### config.mk
export PLATFORM = sky130hd
export DESIGN_NAME = mlp_stream_engine_flat
export DESIGN_NICKNAME = d
export VERILOG_FILES = /design/src/rtl/mlp_pkg.sv /design/src/rtl/mlp_stream_engine_if.sv /design/src/rtl/mlp_mac_lane.sv /design/src/rtl/mlp_stream_engine.sv /design/src/flat_wrapper.sv
export SDC_FILE = /design/constraint.sdc
export NUM_CORES = 1
export LEC_CHECK = 0
export ABC_CLOCK_PERIOD_IN_PS = 5700
export CORE_MARGIN = 1.5
export CORE_UTILIZATION = 39
export DETAILED_ROUTE_END_ITERATION = 10
export PLACE_DENSITY = 0.61
export SLEW_MARGIN = 15
export SYNTH_ARGS = -nofsm -noshare
export SYNTH_HDL_FRONTEND = slang
export SYNTH_SLANG_ARGS = --single-unit
### constraint.sdc
create_clock -name clk -period 5.7 [get_ports clk]
set_input_delay 1.14 -clock clk [delete_from_list [all_inputs] [get_ports clk]]
set_output_delay 1.14 -clock clk [all_outputs]
set_load 0.02 [all_outputs]
### src/rtl/mlp_pkg.sv
// Shared types and width helpers for the streaming two-layer MLP engine.
// Holds the FSM state enum, accumulator widths, weight map base and narrowing.
package mlp_pkg;

    typedef enum logic [1:0] {IDLE, L1, L2, DONE} state_t;

    function automatic int hid_w(int n_in, int dw);
        return 2 * dw + $clog2(n_in);
    endfunction

    function automatic int out_w(int n_in, int n_hid, int dw);
        return hid_w(n_in, dw) + dw + $clog2(n_hid);
    endfunction

    function automatic int w2_base(int n_in, int n_hid);
        return n_in * n_hid;
    endfunction

    function automatic int idx_w(int n_in, int n_hid);
        int m;
        m = (n_in > n_hid) ? n_in : n_hid;
        return (m > 1) ? $clog2(m) : 1;
    endfunction

    // Wrap leaves v untouched; the caller's truncation does the wrapping.
    function automatic logic signed [63:0] narrow(
        logic signed [63:0] v, int w, bit sat);
        logic signed [63:0] hi;
        logic signed [63:0] lo;
        hi = (64'sd1 <<< (w - 1)) - 64'sd1;
        lo = -hi - 64'sd1;
        if (!sat) return v;
        if (v > hi) return hi;
        if (v < lo) return lo;
        return v;
    endfunction

endpackage

### src/rtl/mlp_stream_engine_if.sv
// Input and output valid/ready streams of the MLP engine.
// master drives in_data/in_valid/out_ready; slave drives in_ready/out_data/out_valid.
interface mlp_stream_engine_if #(
    parameter int N_IN  = 4,
    parameter int N_OUT = 2,
    parameter int DW    = 5,
    parameter int ACC_W = 17
) ();
    logic [N_IN*DW-1:0]     in_data;
    logic                   in_valid;
    logic                   in_ready;
    logic [N_OUT*ACC_W-1:0] out_data;
    logic                   out_valid;
    logic                   out_ready;

    modport master (
        output in_data, in_valid, out_ready,
        input  in_ready, out_data, out_valid
    );

    modport slave (
        input  in_data, in_valid, out_ready,
        output in_ready, out_data, out_valid
    );
endinterface

### src/rtl/mlp_mac_lane.sv
// One signed multiply-accumulate lane with synchronous clear and enable.
// Ports: clk, rst_n, clr, en, a, b in; acc (register) and acc_nxt (acc + a*b) out.
module mlp_mac_lane #(
    parameter int AW    = 5,
    parameter int BW    = 5,
    parameter int ACC_W = 12
) (
    input  logic                    clk,
    input  logic                    rst_n,
    input  logic                    clr,
    input  logic                    en,
    input  logic signed [AW-1:0]    a,
    input  logic signed [BW-1:0]    b,
    output logic signed [ACC_W-1:0] acc,
    output logic signed [ACC_W-1:0] acc_nxt
);
    logic signed [AW+BW-1:0]  prod;
    logic signed [ACC_W-1:0]  prod_x;

    assign prod    = a * b;
    assign prod_x  = ACC_W'(prod);
    assign acc_nxt = acc + prod_x;

    always_ff @(posedge clk or negedge rst_n) begin
        if (!rst_n)   acc <= '0;
        else if (clr) acc <= '0;
        else if (en)  acc <= acc_nxt;
    end
endmodule

### src/rtl/mlp_stream_engine.sv
// Time-multiplexed two-layer MLP: ReLU hidden layer, linear output layer.
// Ports: clk, rst_n, s (in/out streams), wr_en/wr_addr/wr_data weight port, wr_err.
module mlp_stream_engine import mlp_pkg::*; #(
    parameter int N_IN  = 4,
    parameter int N_HID = 4,
    parameter int N_OUT = 2,
    parameter int DW    = 5,
    parameter int ACC_W = 17,
    parameter int SAT   = 0,
    localparam int NW   = w2_base(N_IN, N_HID) + N_HID * N_OUT,
    localparam int AW   = $clog2(NW)
) (
    input  logic                 clk,
    input  logic                 rst_n,
    mlp_stream_engine_if.slave   s,
    input  logic                 wr_en,
    input  logic [AW-1:0]        wr_addr,
    input  logic signed [DW-1:0] wr_data,
    output logic                 wr_err
);
    localparam int HW  = hid_w(N_IN, DW);
    localparam int OW  = out_w(N_IN, N_HID, DW);
    localparam int IW  = idx_w(N_IN, N_HID);
    localparam int W2B = w2_base(N_IN, N_HID);

    state_t state, state_n;
    logic [IW-1:0] idx, idx_n;
    logic accept, h_en, o_clr, o_en, load;
    logic in_ready_q, out_valid_q, wr_ok;
    logic [N_OUT*ACC_W-1:0] out_q;

    logic signed [DW-1:0] x      [N_IN];
    logic signed [DW-1:0] w1     [N_HID][N_IN];
    logic signed [DW-1:0] w2     [N_OUT][N_HID];
    logic signed [DW-1:0] w1_sel [N_HID];
    logic signed [DW-1:0] w2_sel [N_OUT];
    logic signed [DW-1:0] x_sel;
    logic signed [HW-1:0] h_sel;
    logic signed [HW-1:0] acc_h        [N_HID];
    logic signed [HW-1:0] h_nxt_unused [N_HID];
    logic signed [OW-1:0] acc_o        [N_OUT];
    logic signed [OW-1:0] o_nxt        [N_OUT];

    assign s.in_ready  = in_ready_q;
    assign s.out_valid = out_valid_q;
    assign s.out_data  = out_q;

    always_comb begin
        state_n = state;
        idx_n   = idx;
        accept  = 1'b0;
        h_en    = 1'b0;
        o_clr   = 1'b0;
        o_en    = 1'b0;
        load    = 1'b0;
        unique case (state)
            IDLE: if (s.in_valid && in_ready_q) begin
                accept  = 1'b1;
                idx_n   = '0;
                state_n = L1;
            end
            L1: begin
                h_en = 1'b1;
                if (idx == IW'(N_IN - 1)) begin
                    idx_n   = '0;
                    o_clr   = 1'b1;
                    state_n = L2;
                end else begin
                    idx_n = idx + 1'b1;
                end
            end
            L2: begin
                o_en = 1'b1;
                if (idx == IW'(N_HID - 1)) begin
                    idx_n   = '0;
                    load    = 1'b1;
                    state_n = DONE;
                end else begin
                    idx_n = idx + 1'b1;
                end
            end
            DONE: if (out_valid_q && s.out_ready) state_n = IDLE;
            default: state_n = IDLE;
        endcase
    end

    // Operand muxes: one fan-in term per cycle, shared by all lanes.
    always_comb begin
        x_sel = '0;
        h_sel = '0;
        for (int h = 0; h < N_HID; h++) w1_sel[h] = '0;
        for (int o = 0; o < N_OUT; o++) w2_sel[o] = '0;
        for (int i = 0; i < N_IN; i++)
            if (idx == IW'(i)) x_sel = x[i];
        for (int h = 0; h < N_HID; h++)
            if (idx == IW'(h)) h_sel = acc_h[h][HW-1] ? '0 : acc_h[h];
        for (int h = 0; h < N_HID; h++)
            for (int i = 0; i < N_IN; i++)
                if (idx == IW'(i)) w1_sel[h] = w1[h][i];
        for (int o = 0; o < N_OUT; o++)
            for (int h = 0; h < N_HID; h++)
                if (idx == IW'(h)) w2_sel[o] = w2[o][h];
    end

    for (genvar h = 0; h < N_HID; h++) begin : g_hid
        mlp_mac_lane #(.AW(DW), .BW(DW), .ACC_W(HW)) u_lane (
            .clk(clk), .rst_n(rst_n), .clr(accept), .en(h_en),
            .a(x_sel), .b(w1_sel[h]),
            .acc(acc_h[h]), .acc_nxt(h_nxt_unused[h])
        );
    end

    for (genvar o = 0; o < N_OUT; o++) begin : g_out
        mlp_mac_lane #(.AW(HW), .BW(DW), .ACC_W(OW)) u_lane (
            .clk(clk), .rst_n(rst_n), .clr(o_clr), .en(o_en),
            .a(h_sel), .b(w2_sel[o]),
            .acc(acc_o[o]), .acc_nxt(o_nxt[o])
        );
    end

    assign wr_ok = wr_en && (state == IDLE) && (32'(wr_addr) < NW);

    always_ff @(posedge clk or negedge rst_n) begin
        if (!rst_n) begin
            wr_err <= 1'b0;
            for (int h = 0; h < N_HID; h++)
                for (int i = 0; i < N_IN; i++) w1[h][i] <= '0;
            for (int o = 0; o < N_OUT; o++)
                for (int h = 0; h < N_HID; h++) w2[o][h] <= '0;
        end else begin
            wr_err <= wr_en && !wr_ok;
            if (wr_ok) begin
                for (int h = 0; h < N_HID; h++)
                    for (int i = 0; i < N_IN; i++)
                        if (wr_addr == AW'(h * N_IN + i))
                            w1[h][i] <= wr_data;
                for (int o = 0; o < N_OUT; o++)
                    for (int h = 0; h < N_HID; h++)
                        if (wr_addr == AW'(W2B + o * N_HID + h))
                            w2[o][h] <= wr_data;
            end
        end
    end

    // The last L2 term lands in acc_nxt on the same edge out_q is loaded.
    always_ff @(posedge clk or negedge rst_n) begin
        if (!rst_n) begin
            state       <= IDLE;
            idx         <= '0;
            in_ready_q  <= 1'b0;
            out_valid_q <= 1'b0;
            out_q       <= '0;
            for (int i = 0; i < N_IN; i++) x[i] <= '0;
        end else begin
            state      <= state_n;
            idx        <= idx_n;
            in_ready_q <= (state_n == IDLE);
            if (accept)
                for (int i = 0; i < N_IN; i++)
                    x[i] <= s.in_data[i*DW +: DW];
            if (load) begin
                out_valid_q <= 1'b1;
                for (int o = 0; o < N_OUT; o++)
                    out_q[o*ACC_W +: ACC_W] <= ACC_W'(
                        narrow(64'(o_nxt[o]), ACC_W, SAT != 0));
            end else if (state == DONE && s.out_ready) begin
                out_valid_q <= 1'b0;
            end
        end
    end
endmodule

### src/flat_wrapper.sv
// flat-port wrapper written by rule: the top's interface ports become plain ports
module mlp_stream_engine_flat import mlp_pkg::*;
#(
    parameter int N_IN  = 4,
    parameter int N_HID = 4,
    parameter int N_OUT = 2,
    parameter int DW    = 5,
    parameter int ACC_W = 17,
    parameter int SAT   = 0,
    localparam int NW   = w2_base(N_IN, N_HID) + N_HID * N_OUT,
    localparam int AW   = $clog2(NW)
)
  (clk, rst_n, wr_en, wr_addr, wr_data, wr_err, s_in_data, s_in_valid, s_out_ready, s_in_ready, s_out_data, s_out_valid);
  mlp_stream_engine_if #(.N_IN(N_IN), .N_OUT(N_OUT), .DW(DW), .ACC_W(ACC_W)) s_i ();
  input  logic clk;
  input  logic rst_n;
  input  logic wr_en;
  input  logic [AW-1:0] wr_addr;
  input  logic signed [DW-1:0] wr_data;
  output logic wr_err;
  input wire logic [$bits(s_i.in_data)-1:0] s_in_data;
  input wire logic [$bits(s_i.in_valid)-1:0] s_in_valid;
  input wire logic [$bits(s_i.out_ready)-1:0] s_out_ready;
  output wire logic [$bits(s_i.in_ready)-1:0] s_in_ready;
  output wire logic [$bits(s_i.out_data)-1:0] s_out_data;
  output wire logic [$bits(s_i.out_valid)-1:0] s_out_valid;
  assign s_i.in_data = s_in_data;
  assign s_i.in_valid = s_in_valid;
  assign s_i.out_ready = s_out_ready;
  assign s_in_ready = s_i.in_ready;
  assign s_out_data = s_i.out_data;
  assign s_out_valid = s_i.out_valid;
  mlp_stream_engine #(.N_IN(N_IN), .N_HID(N_HID), .N_OUT(N_OUT), .DW(DW), .ACC_W(ACC_W), .SAT(SAT)) u_core (.clk(clk), .rst_n(rst_n), .s(s_i), .wr_en(wr_en), .wr_addr(wr_addr), .wr_data(wr_data), .wr_err(wr_err));
endmodule
==> impl_results.md <==
* Status: finished clean
* Reg-to-Reg Start: u_core.idx[0]
* Worst Tran Pin Value at 1.19 ns
* Number of global-route vias before repair at 17,300
* Core area at 0.0553 mm2
* Min-Delay Startpoint: u_core.x[17]
* CTS clk-pin slew, worst paths at 0.06 ns
* Antenna Violating Nets Remaining at 0
* Period utilisation layout at 100%
* Syn Inst Count at 2,168
* CTS sink count at 263
* Number of synthesized flops with an enable pin at 0
* Slowest-stage cell, CP: fa_1
* Vias at 16,000
* RSZ-0062 raised after global routing: true
* Crit end category: register
* GP Congestion at 0.858
* Hold depth at 2
* Area of the multi-input gates at 0.0146 mm2
* Crit Path Class: register to register
* Max Slew Vio Count at 0
* Synth Register Bits at 263
* Die width at 240 um
* # setup viols final at 0
* Setup tns final at 0 ns
* Share of layout cells above drive strength 1 at 23.0%
* Main synth FF type: dfrtp_1
* Initial drt markers at 790
* Min Clock Period, post-route at 5.70 ns
* CP required at 6.20 ns
* GR Overflow Total at 0
* GRT Util Overall at 19.8%
* Final worst slack at 0.000825 ns
* Max_slew headroom at 20.4%
* Port bufs at 71
* Crit start category: register
* Critical path origin: u_core.idx[0]
* # Max-Cap Violations at 0
* Leading cell type in the layout, fill and taps excluded: dfrtp_1
* # rows at 86
* Full die area at 0.0577 mm2
* Synthesized cell area at 0.0219 mm2
* CTS Root Cell: clkbuf_16
* Pleak at 13.0 nW
* FF-to-FF path depth at 23
* First-pass GRT wire length at 91,500 um
* Dpl hpwl at 41,100 um
* Register area share after synthesis at 30.0%
* Final #Nets at 2,795
* Most used cell along the critical path: fa_1
* DP Worst Slack at -0.118 ns
* H-tree depth at 1
* Synth Warn # at 0
* Worst Skew at 0.0158 ns
* DR pass1 iterations at 5
* Highest Clock Rate at 175 MHz
* Worst stage delay on the critical path at 0.55 ns
* Filler Cells Inserted at 5,150
* Yosys cell types at 59
* DR DRC count at 0
* Post-cts hold buffer count at 0
* Cells along the critical path: inv_2, ha_4, buf_6, buf_4, nand3b_1, a21oi_1, a21oi_1, nor2_1, a21oi_4, nor2_2, fa_1, inv_1, fa_1, fa_1, inv_2, fa_1, fa_2, a21oi_2, o211ai_1, o41ai_2, xnor2_1, a21o_1, a21oi_2
* Initial Util at 39.7%
* Most frequent cells in the layout: 263 x dfrtp_1, 253 x nor2_1, 208 x inv_1
* Crit-path max FO at 6
* Final instance area at 0.0264 mm2
* Max clock buf depth at 3
* Area Overhead vs Synth at 20.4%
* Async set-reset flop share out of synthesis at 100%
* DIE HEIGHT at 240 um
* Mean post-synth cell area at 10.1 um2
* ANT cells at 0
* Antenna violations before repair at 0
* Seq. cell area at 0.00658 mm2
* Post-Route WL at 55,400 um
* Largest net degree at the start of global routing at 116
* Num CTS Buffers at 31
* VDD IR max at 0.326 mV
* CP arrival at 6.20 ns
* P per Cell Area at 645 mW/mm2
* Dpl cell area at 0.0244 mm2
* WL/cell at 17.6 um
* Worst Hold Class: register to register
* Top-Level Pins at 72
* Syn nets at 2,595
* Clock latency at the later pin of the worst-skew pair at 0.58 ns
* Vias per inst at 5.11
* Final hold vios at 0
* TritonCTS clock tree: yes
flip-flops by register name, summed over array words and instances (netlist names):
| register | count |
|---|---|
| u_core.g_out.u_lane.acc | 34 |
| u_core.wr_err | 1 |
| u_core.s.out_valid | 1 |
| u_core.w2 | 40 |
| u_core.x | 20 |
| u_core.g_hid.u_lane.acc | 48 |
| u_core.w1 | 80 |
| u_core.idx | 2 |
| u_core.s.in_ready | 1 |
| u_core.state | 2 |
| u_core.s.out_data | 34 |
worst paths after layout:
path,endpoint,slack (ns)
max reg2reg,u_core.g_hid[0].u_lane.acc[11],0.0008
max,u_core.g_hid[0].u_lane.acc[11],0.0008
min,u_core.x[17],0.48
max in group asynchronous,u_core.g_out[1].u_lane.acc[16],3.92
min reg2reg,u_core.x[17],0.48
min in group asynchronous,u_core.x[15],0.60
critical path: cells and delay by family, from the launching register on:
| kind | cells | cell delay, ns |
|---|---|---|
| flops | 1 | 0.43 |
| buf+inv | 5 | 0.46 |
| xor+xnor | 1 | 0.16 |
| compound gates | 8 | 1.62 |
| simple gates | 3 | 0.32 |
| fa+ha+maj | 6 | 2.64 |
metrics by stage:
stage / hold slack, ns / instances / util (%) / power (W)
floorplan: 0.446 / 2168 / - / 0.0105
global placement: 0.462 / 3051 / 44.2 / 0.0138
detailed placement: 0.461 / 3051 / 44.2 / 0.0141
CTS: 0.486 / 3110 / 46.3 / 0.0165
global route: 0.500 / 3140 / 47.7 / 0.0188
finish: 0.481 / 3140 / 47.7 / 0.0170
synth_stat cells, types with 20 or more instances:
cell / count / area, um2
dfrtp_1: 263 / 6580
nor2_1: 256 / 961
inv_1: 218 / 818
fa_1: 209 / 4180
nand2_1: 208 / 781
ha_1: 183 / 2290
mux2_2: 125 / 1410
a21oi_1: 96 / 480
xnor2_1: 55 / 482
buf_2: 47 / 235
mux2i_1: 39 / 390
o21ai_0: 37 / 185
clkbuf_1: 35 / 131
nor2b_1: 32 / 200
nor3_1: 26 / 130
nand2b_1: 24 / 150
a21oi_2: 22 / 193
a22o_1: 22 / 193
or2_1: 22 / 138
nand3b_1: 20 / 150
area by class of cell:
type / instances / share of cell area, %
clock buffer: 41 / 3.35
clock inverter: 16 / 0.668
inverter: 220 / 3.13
multi-input combinational: 1586 / 55.4
sequential: 263 / 24.9
tap: 748 / 3.54
timing repair buffer: 266 / 9.03
routing by layer:
layer / wire length (um) / share of wire [%] / track usage [%] / up-vias
met2: 27600 / 50 / 34.9 / 286
met3: 1830 / 3.3 / 1.97 / 74
li1: - / - / - / 7539
met1: 24700 / 45 / 25.9 / 8143
met5: 0 / 0 / 0 / -
met4: 1320 / 2.4 / 5.34 / 0
logic make-up (layout without fill, tap and decap cells):
kind of cell | after synthesis | after routing | share of synthesized area [%]
adders and majority gates | 392 | 392 | 29.5
DFF | 263 | 263 | 30.0
muxes | 164 | 164 | 8.20
AOI/OAI and AO/OA | 297 | 297 | 9.78
buffers and inverters | 319 | 543 | 5.98
and+or+nand+nor | 663 | 663 | 13.7
xor gates and xnor gates | 70 | 70 | 2.86
report_power, final:
part           switching, W  total [W]  internal, W
clock network      0.000849    0.00207      0.00122
logic               0.00632     0.0120      0.00566
registers          0.000496    0.00299      0.00249
timing repair:
action,4_1_cts,5_1_grt
cloned,0,3
gates resized for setup,15,120
setup endpoints to repair,22,47
pin swaps,0,69
endpoints found under the hold margin,0,0
buffers inserted,2,27
Power figures use the tool's default switching activity.
